===== src/rtl/branch_pkg.sv =====
// Shared definitions for the branch resolution unit: funct3 encodings and the S1 control payload.
// Optional statistics counters in the top are enabled with the BRU_STATS_EN macro.
package branch_pkg;

  localparam logic [2:0] F3_BEQ  = 3'b000;
  localparam logic [2:0] F3_BNE  = 3'b001;
  localparam logic [2:0] F3_BLT  = 3'b100;
  localparam logic [2:0] F3_BGE  = 3'b101;
  localparam logic [2:0] F3_BLTU = 3'b110;
  localparam logic [2:0] F3_BGEU = 3'b111;

  typedef struct packed {
    logic [2:0] funct3;
    logic       pred_taken;
  } s1_payload_t;

  // 010 and 011 are the only reserved encodings in the branch major opcode.
  function automatic logic f3_is_illegal(input logic [2:0] f3);
    return f3[2:1] == 2'b01;
  endfunction

endpackage


===== src/rtl/branch_cond_eval.sv =====
// Combinational branch condition evaluation: equality plus signed/unsigned less-than,
// selected by funct3.
module branch_cond_eval
  import branch_pkg::*;
#(
  parameter int XLEN = 32
) (
  input  logic [2:0]      funct3,
  input  logic [XLEN-1:0] rs1,
  input  logic [XLEN-1:0] rs2,
  output logic            taken,
  output logic            illegal
);

  logic signed [XLEN-1:0] rs1_s;
  logic signed [XLEN-1:0] rs2_s;
  logic                   eq;
  logic                   lt;
  logic                   ltu;

  assign rs1_s = rs1;
  assign rs2_s = rs2;
  assign eq    = rs1 == rs2;
  assign lt    = rs1_s < rs2_s;
  assign ltu   = rs1 < rs2;

  always_comb begin
    taken   = 1'b0;
    illegal = f3_is_illegal(funct3);
    case (funct3)
      F3_BEQ:  taken = eq;
      F3_BNE:  taken = !eq;
      F3_BLT:  taken = lt;
      F3_BGE:  taken = !lt;
      F3_BLTU: taken = ltu;
      F3_BGEU: taken = !ltu;
      default: taken = 1'b0;
    endcase
  end

endmodule


===== src/rtl/branch_resolve_unit.sv =====
// Two-stage branch resolution unit (S1 operands, S2 result) with valid/ready flow control and flush.
// Defining BRU_STATS_EN adds saturating branch and mispredict counters.
module branch_resolve_unit
  import branch_pkg::*;
#(
  parameter int XLEN       = 32,
  parameter int ILEN_BYTES = 4
) (
  input  logic            clk,
  input  logic            rst,
  input  logic            in_valid,
  output logic            in_ready,
  input  logic [2:0]      in_funct3,
  input  logic [XLEN-1:0] in_rs1,
  input  logic [XLEN-1:0] in_rs2,
  input  logic [XLEN-1:0] in_pc,
  input  logic [XLEN-1:0] in_imm,
  input  logic            in_pred_taken,
  input  logic            flush,
  output logic            out_valid,
  input  logic            out_ready,
  output logic            out_taken,
  output logic [XLEN-1:0] out_redirect_pc,
  output logic            out_mispredict,
  output logic            out_illegal
`ifdef BRU_STATS_EN
  ,
  output logic [31:0]     stat_branches,
  output logic [31:0]     stat_mispredicts
`endif
);

  s1_payload_t     ctrl_p1_q, ctrl_p1_d;
  logic [XLEN-1:0] rs1_p1_q, rs1_p1_d;
  logic [XLEN-1:0] rs2_p1_q, rs2_p1_d;
  logic [XLEN-1:0] pc_p1_q, pc_p1_d;
  logic [XLEN-1:0] imm_p1_q, imm_p1_d;
  logic            vld_p1_q, vld_p1_d;

  logic            vld_p2_q, vld_p2_d;
  logic            taken_p2_q, taken_p2_d;
  logic [XLEN-1:0] redirect_p2_q, redirect_p2_d;
  logic            mispredict_p2_q, mispredict_p2_d;
  logic            illegal_p2_q, illegal_p2_d;

  logic            s2_adv;
  logic            accept;
  logic            load_p2;
  logic            taken_p1;
  logic            illegal_p1;

  branch_cond_eval #(.XLEN(XLEN)) u_cond (
    .funct3  (ctrl_p1_q.funct3),
    .rs1     (rs1_p1_q),
    .rs2     (rs2_p1_q),
    .taken   (taken_p1),
    .illegal (illegal_p1)
  );

  always_comb begin
    s2_adv   = !vld_p2_q || out_ready;
    in_ready = (!vld_p1_q || s2_adv) && !flush;
    accept   = in_valid && in_ready;
    load_p2  = s2_adv && vld_p1_q && !flush;

    ctrl_p1_d = ctrl_p1_q;
    rs1_p1_d  = rs1_p1_q;
    rs2_p1_d  = rs2_p1_q;
    pc_p1_d   = pc_p1_q;
    imm_p1_d  = imm_p1_q;
    if (accept) begin
      ctrl_p1_d.funct3     = in_funct3;
      ctrl_p1_d.pred_taken = in_pred_taken;
      rs1_p1_d             = in_rs1;
      rs2_p1_d             = in_rs2;
      pc_p1_d              = in_pc;
      imm_p1_d             = in_imm;
    end

    // Flush beats both accept and stall; an empty or draining S1 refills from the input.
    if (flush)       vld_p1_d = 1'b0;
    else if (accept) vld_p1_d = 1'b1;
    else if (s2_adv) vld_p1_d = 1'b0;
    else             vld_p1_d = vld_p1_q;

    if (flush)       vld_p2_d = 1'b0;
    else if (s2_adv) vld_p2_d = vld_p1_q;
    else             vld_p2_d = vld_p2_q;

    taken_p2_d      = taken_p2_q;
    redirect_p2_d   = redirect_p2_q;
    mispredict_p2_d = mispredict_p2_q;
    illegal_p2_d    = illegal_p2_q;
    if (load_p2) begin
      taken_p2_d      = taken_p1;
      redirect_p2_d   = taken_p1 ? (pc_p1_q + imm_p1_q) : (pc_p1_q + XLEN'(ILEN_BYTES));
      mispredict_p2_d = taken_p1 != ctrl_p1_q.pred_taken;
      illegal_p2_d    = illegal_p1;
    end
  end

  // ---- S1: operand register (data needs no reset, vld_p1_q qualifies it) ----
  always_ff @(posedge clk) begin
    ctrl_p1_q <= ctrl_p1_d;
    rs1_p1_q  <= rs1_p1_d;
    rs2_p1_q  <= rs2_p1_d;
    pc_p1_q   <= pc_p1_d;
    imm_p1_q  <= imm_p1_d;
  end

  // ---- S2: result register ----
  always_ff @(posedge clk or posedge rst) begin
    if (rst) begin
      vld_p1_q        <= 1'b0;
      vld_p2_q        <= 1'b0;
      taken_p2_q      <= 1'b0;
      redirect_p2_q   <= '0;
      mispredict_p2_q <= 1'b0;
      illegal_p2_q    <= 1'b0;
    end else begin
      vld_p1_q        <= vld_p1_d;
      vld_p2_q        <= vld_p2_d;
      taken_p2_q      <= taken_p2_d;
      redirect_p2_q   <= redirect_p2_d;
      mispredict_p2_q <= mispredict_p2_d;
      illegal_p2_q    <= illegal_p2_d;
    end
  end

  assign out_valid       = vld_p2_q;
  assign out_taken       = taken_p2_q;
  assign out_redirect_pc = redirect_p2_q;
  assign out_mispredict  = mispredict_p2_q;
  assign out_illegal     = illegal_p2_q;

`ifdef BRU_STATS_EN
  logic [31:0] stat_br_q, stat_br_d;
  logic [31:0] stat_mp_q, stat_mp_d;
  logic        done;

  always_comb begin
    // An op sitting in S2 on a flush edge is killed, so it is not counted.
    done      = vld_p2_q && out_ready && !flush;
    stat_br_d = stat_br_q;
    stat_mp_d = stat_mp_q;
    if (done && stat_br_q != 32'hFFFF_FFFF) stat_br_d = stat_br_q + 32'd1;
    if (done && mispredict_p2_q && stat_mp_q != 32'hFFFF_FFFF) stat_mp_d = stat_mp_q + 32'd1;
  end

  always_ff @(posedge clk or posedge rst) begin
    if (rst) begin
      stat_br_q <= '0;
      stat_mp_q <= '0;
    end else begin
      stat_br_q <= stat_br_d;
      stat_mp_q <= stat_mp_d;
    end
  end

  assign stat_branches    = stat_br_q;
  assign stat_mispredicts = stat_mp_q;
`endif

endmodule


===== config.mk =====
export PLATFORM = sky130hd
export DESIGN_NAME = branch_resolve_unit
export DESIGN_NICKNAME = d
export VERILOG_FILES = /design/src/rtl/branch_pkg.sv /design/src/rtl/branch_cond_eval.sv /design/src/rtl/branch_resolve_unit.sv
export SDC_FILE = /design/constraint.sdc
export NUM_CORES = 1
export LEC_CHECK = 0
export CAP_MARGIN = 20
export CORE_ASPECT_RATIO = 1.2
export CORE_MARGIN = 2
export CORE_UTILIZATION = 55
export CTS_BUF_LIST = sky130_fd_sc_hd__clkbuf_8
export DETAILED_ROUTE_END_ITERATION = 16
export GPL_TIMING_DRIVEN = 0
export PLACE_DENSITY = 0.86
export SETUP_SLACK_MARGIN = 0.05
export SLEW_MARGIN = 40
export SYNTH_ARGS = -nofsm -noshare
export SYNTH_HDL_FRONTEND = slang
export SYNTH_HIERARCHICAL = 1
export SYNTH_SLANG_ARGS = --single-unit

===== constraint.sdc =====
create_clock -name clk -period 10.6 [get_ports clk]
set_clock_uncertainty 0.05 [all_clocks]
set_input_delay 2.12 -clock clk [delete_from_list [all_inputs] [get_ports clk]]
set_output_delay 2.12 -clock clk [all_outputs]
set_load 0.02 [all_outputs]

; After elaboration in Yosys (flattened, before gate mapping)
; Index checks and enable logic that the tools add are counted.
[word_totals]
register_bits = 169
elab_cells = 46
[classes]
n_eq_ne = 8
n_reduce_logical = 15
order_cmp = 2
muxes = 7
n_addsub = 2
[ops]
columns = op, count
row1 = less-than comparator 32 bit, 2
row2 = adder 32 x 3 -> 32 bit (second input constant), 1
row3 = adder 32 bit, 1
row4 = equality test 32 bit, 1
row5 = 2-to-1 mux 32 bit, 1
row6 = equality test 3 bit (second input constant), 4
row7 = zero test 1 bit, 6
row8 = case mux 1 bit (6 select lines), 1
row9 = 2-to-1 mux 1 bit, 5
row10 = logical AND 1 bit, 4
row11 = equality test 3 x 1 -> 1 bit (second input constant), 1
row12 = zero test 3 bit, 1
row13 = nonzero test 3 bit, 1
row14 = equality test 2 x 1 -> 1 bit (second input constant), 1
row15 = logical OR 1 bit, 2
row16 = nonzero test 2 bit, 1
row17 = != test 1 bit, 1

; Logic depth before layout (Yosys ltp)
[logic_depth]
depth_word = 7
ltp_mapped = 13
depth_no_buf = 12

; Hierarchy
; Netlist, hierarchy kept.
[modules_own_cells]
columns = module, n_inst, cells_per_inst, area_per_inst_um2
row1 = branch_resolve_unit, 1, 661, 8025.2
row2 = branch_cond_eval, 1, 121, 870.8

; Least setup slack after synthesis
; OpenSTA, ideal clock, no wires.
[synth_timing]
kind = input -> register
startpoint = in out_ready
endpoint = reg ctrl_p1_q[0] (netlist bit) (enable)
required_time_ns = 10.044
arrival_time_ns = 5.705
setup_ns = 0.506
path_slack_ns = 4.338
path_stages = 3
cell_sequence = nor2b_1 a21oi_1 and2_1
[synth_via]
elab_chain_len = 4
[synth_rtl]
columns = item, line_no
row1 = from (decl), branch_resolve_unit.sv:21  ; input logic out_ready,
row2 = logical OR 1 bit, branch_resolve_unit.sv:61  ; s2_adv = !vld_p2_q || out_ready;
row3 = logical OR 1 bit, branch_resolve_unit.sv:62  ; in_ready = (!vld_p1_q || s2_adv) && !flush;
row4 = logical AND 1 bit, branch_resolve_unit.sv:62
row5 = via in_ready, branch_resolve_unit.sv:12  ; output logic in_ready,
row6 = logical AND 1 bit, branch_resolve_unit.sv:63  ; accept = in_valid && in_ready;
row7 = via accept, branch_resolve_unit.sv:47  ; logic accept;
row8 = to (signal assigned), branch_resolve_unit.sv:104  ; ctrl_p1_q <= ctrl_p1_d;
row9 = to (decl), branch_resolve_unit.sv:33  ; s1_payload_t ctrl_p1_q, ctrl_p1_d;
; The timed path passes the listed nets, and every way through them passes these cells.
; A chain may end at the register's enable or synchronous reset.

; Worst setup path in the final report
[layout_timing]
startpoint = in out_ready
endpoint = out in_ready
[layout_via]
elab_chain_len = 3
[layout_rtl]
columns = item, line_no
row1 = logical OR 1 bit, branch_resolve_unit.sv:61
row2 = logical OR 1 bit, branch_resolve_unit.sv:62
row3 = logical AND 1 bit, branch_resolve_unit.sv:62
row4 = to (decl), branch_resolve_unit.sv:12
; Every way passes these cells.

==> reports/metrics.cfg <==
[clock_tree]
insertion_delay_ns=0.47
postCtsHoldBufs=0
numCtsBuffers=17
cts.reportedPaths.clkPinSlew_ns=0.09
cts_setup_buffers=0
ctsRootBufferMaster=clkbuf_8
cts_tree=done
clockBufferDepth=2
cts_resized=0
clock-sinks=169
htreeDepth=4

[grt]
grt_overflow=0
grt_first_pass_wirelength_um=32900
antenna_found_initial=0
grt_usage=0.250
grt_pass1_vias=6688
grt_max_degree=49

[min_path]
hold_path_end=out_taken$_DFFE_PP0P_
hp-class=reg -> reg
holdCritStartpoint=out_taken$_DFFE_PP0P_
whs_path_depth=2

[pwr]
p_per_area_nw_per_um2=141
swShare=0.289
p_int_mw=1.14
pwr-share-comb=0.215
pwr-share-clk=0.284
seq_power_share=0.501
power_switching_mw=0.462
power_leakage_nw=4.40
vdd_drop_max_mv=0.0970

[floorplanning]
coreArea_um2=15700
pin_count=174
num_rows=50
die_w_um=120
die_area_um2=17200
initial_core_util=0.567
fp.dieH_um=143

[critical_path]
crit_fanout=5
path_cells=clkdlybuf4s50_1 -> nor2b_1 -> a21oi_1 -> clkdlybuf4s50_1
cp.arrival_ns=3.50
critPathRequiredTime_ns=8.43
end_kind=output port
worst_path_largest_cell_delay_ns=0.55
regToRegSetupSlack_ns=6.76
reg2reg_depth=10
regToRegStartpoint=rs1_p1_q[31]$_DFFE_PP_
worstReg2RegEnd=out_redirect_pc[19]$_DFFE_PP0P_
path_class=in -> out
cp_common_cell=clkdlybuf4s50_1
slowest_stage=clkdlybuf4s50_1
start_kind=input pin

[drt]
postRouteAntennaNets=0
drt-initial-drc-count=464
drtPass1Iterations=5
drt_wl_total_um=20700
vias=6705
vias_per_cell=5.60
wire_per_inst_um=17.3
drc=0

[placement]
place_ws_ns=4.93
port-buffer-count=173
finalWeightedCongestion=0.917
dp.cells=1166
place_area_um2=11000
detailedPlacementHpwl_um=16400

[cells_and_area]
nFillCells=1085
antenna_cells=0
area_growth_pct=27.5
instances_no_fill=1198
finalNetCount=1179
drive_above_1_share=0.0768
post-route-cell-area_um2=11300

[synth]
avgSynthCellArea_um2=11.4
yosysTopAreaCell=edfxtp_1
synth_compound_area_frac=0.135
synth_top_area_frac=0.446
yosysWarnings=6
synth_edf_count=132
synth_top_flop_cell=edfxtp_1
synthCells=782
ys_ff_latch=169
yosysMostFrequentCell=edfxtp_1
synth_area_um2=8900
synth_fp_nets=984
synth.mux.area_fraction=0.00900
yosys.area_share.adder=0.0923
synth_top_family_by_area=compound AO/OA/AOI/OAI gates
synth_xor_area_frac=0.0561
async_flop_share=0.219
yosysSeqAreaShare=0.550
synthSimpleGateAreaFrac=0.124
yosysUniqueCellTypes=65
synth_common_cells=edfxtp_1, a21oi_1, nand2_1
yosys-top-cells-area=edfxtp_1, dfrtp_1, ha_1, a21oi_1, xnor2_1

[run]
drv_cap=0

[timing]
fin_crit_sh=0.535
hold_slack_ns=0.431
fin_ws_ns=4.93
tns_ns=0
slew_violations=0
tightest_slew_ns=0.714
setup_viol=0
period_needed_ns=5.67
hold_viol=0
rsz0062_at_grt=no
relSlewSlack=0.522
fmax_ghz=0.176

[run_status]
status=finished clean

==> cells in the final DEF, fill, tap and decap left out, drive strengths merged, types with 4 or more instances in the layout <==
master,instances
nand2,67
and3,5
clkbuf,28
xnor2,36
mux2i,8
a22oi,7
ha,64
buf,17
xor2,21
a211oi,6
nor2,55
o21ai,52
edfxtp,132
a21oi,78
nand4,23
dfrtp,37
clkinv,5
nor2b,6
clkdlybuf4s50,173
inv,49
a21o,19
o211ai,6
nor3,14
nand3,29
o21bai,4
==> stage by stage <==
| step | utilization | power (mW) |
|---|---|---|
| after floorplan | - | 1.00 |
| after global placement | 0.693 | 1.15 |
| after detailed placement | 0.697 | 1.16 |
| after CTS | 0.722 | 1.61 |
| after global routing | 0.722 | 1.68 |
| final | 0.722 | 1.60 |
==> worst max-delay path: cells and delay by family <==
family          cells  cell delay, ns
buf+inv             2            0.94
simple gates        1            0.28
compound gates      1            0.15
==> worst max-delay path by stage <==
stage,endpoint,startpoint,cells after the start,slack [ns]
after floorplan,ctrl_p1_q[0]$_DFFE_PP_,out_ready,3,4.34
after global placement,rs1_p1_q[17]$_DFFE_PP_,out_ready,4,3.05
after detailed placement,in_ready,out_ready,4,4.93
after CTS,in_ready,out_ready,4,4.93
after global routing,in_ready,out_ready,4,4.90
final,in_ready,out_ready,4,4.93
==> routing by layer <==
metal  GRT usage  share of wire  routed length (µm)
met2       0.437           0.51               10600
met5           0              0                   0
met3      0.0706          0.075                1560
met4      0.0786          0.019                 403
met1       0.299           0.39                8120
==> state kept, by name, summed over array words and instances, names as in the netlist <==
| signal | cells |
|---|---|
| out_taken | 1 |
| out_redirect_pc | 32 |
| ctrl_p1_q | 4 |
| rs1_p1_q | 32 |
| rs2_p1_q | 32 |
| vld_p1_q | 1 |
| pc_p1_q | 32 |
| out_illegal | 1 |
| imm_p1_q | 32 |
| out_mispredict | 1 |
| out_valid | 1 |
==> layout make-up <==
| class | instances | area (µm²) | share of cell area |
|---|---|---|---|
| Sequential cell | 169 | 4890 | 0.431 |
| Multi-Input combinational cell | 546 | 3710 | 0.327 |
| Timing Repair Buffer | 176 | 1790 | 0.158 |
| Tap cell | 208 | 260 | 0.0229 |
| Clock buffer | 17 | 234 | 0.0206 |
| Clock inverter | 15 | 159 | 0.0140 |
| Inverter | 42 | 159 | 0.0140 |
| Buffer | 25 | 138 | 0.0121 |
==> logic make-up after synthesis <==
group | after synthesis
adders and majority gates | 65
xor gates and xnor gates | 57
AOI/OAI and AO/OA | 195
buffers and inverters | 67
muxes | 8
and+or+nand+nor | 221
DFF | 169
==> power by group through the flow <==
stage               logic (mW)  clock network, mW  registers, mW
global placement         0.333                  0          0.818
CTS                      0.345              0.464          0.801
detailed placement       0.343                  0          0.816
global route             0.376              0.493          0.807
finish                   0.345              0.454          0.801
floorplan                0.149                  0          0.851
Power figures use the tool's default switching activity.
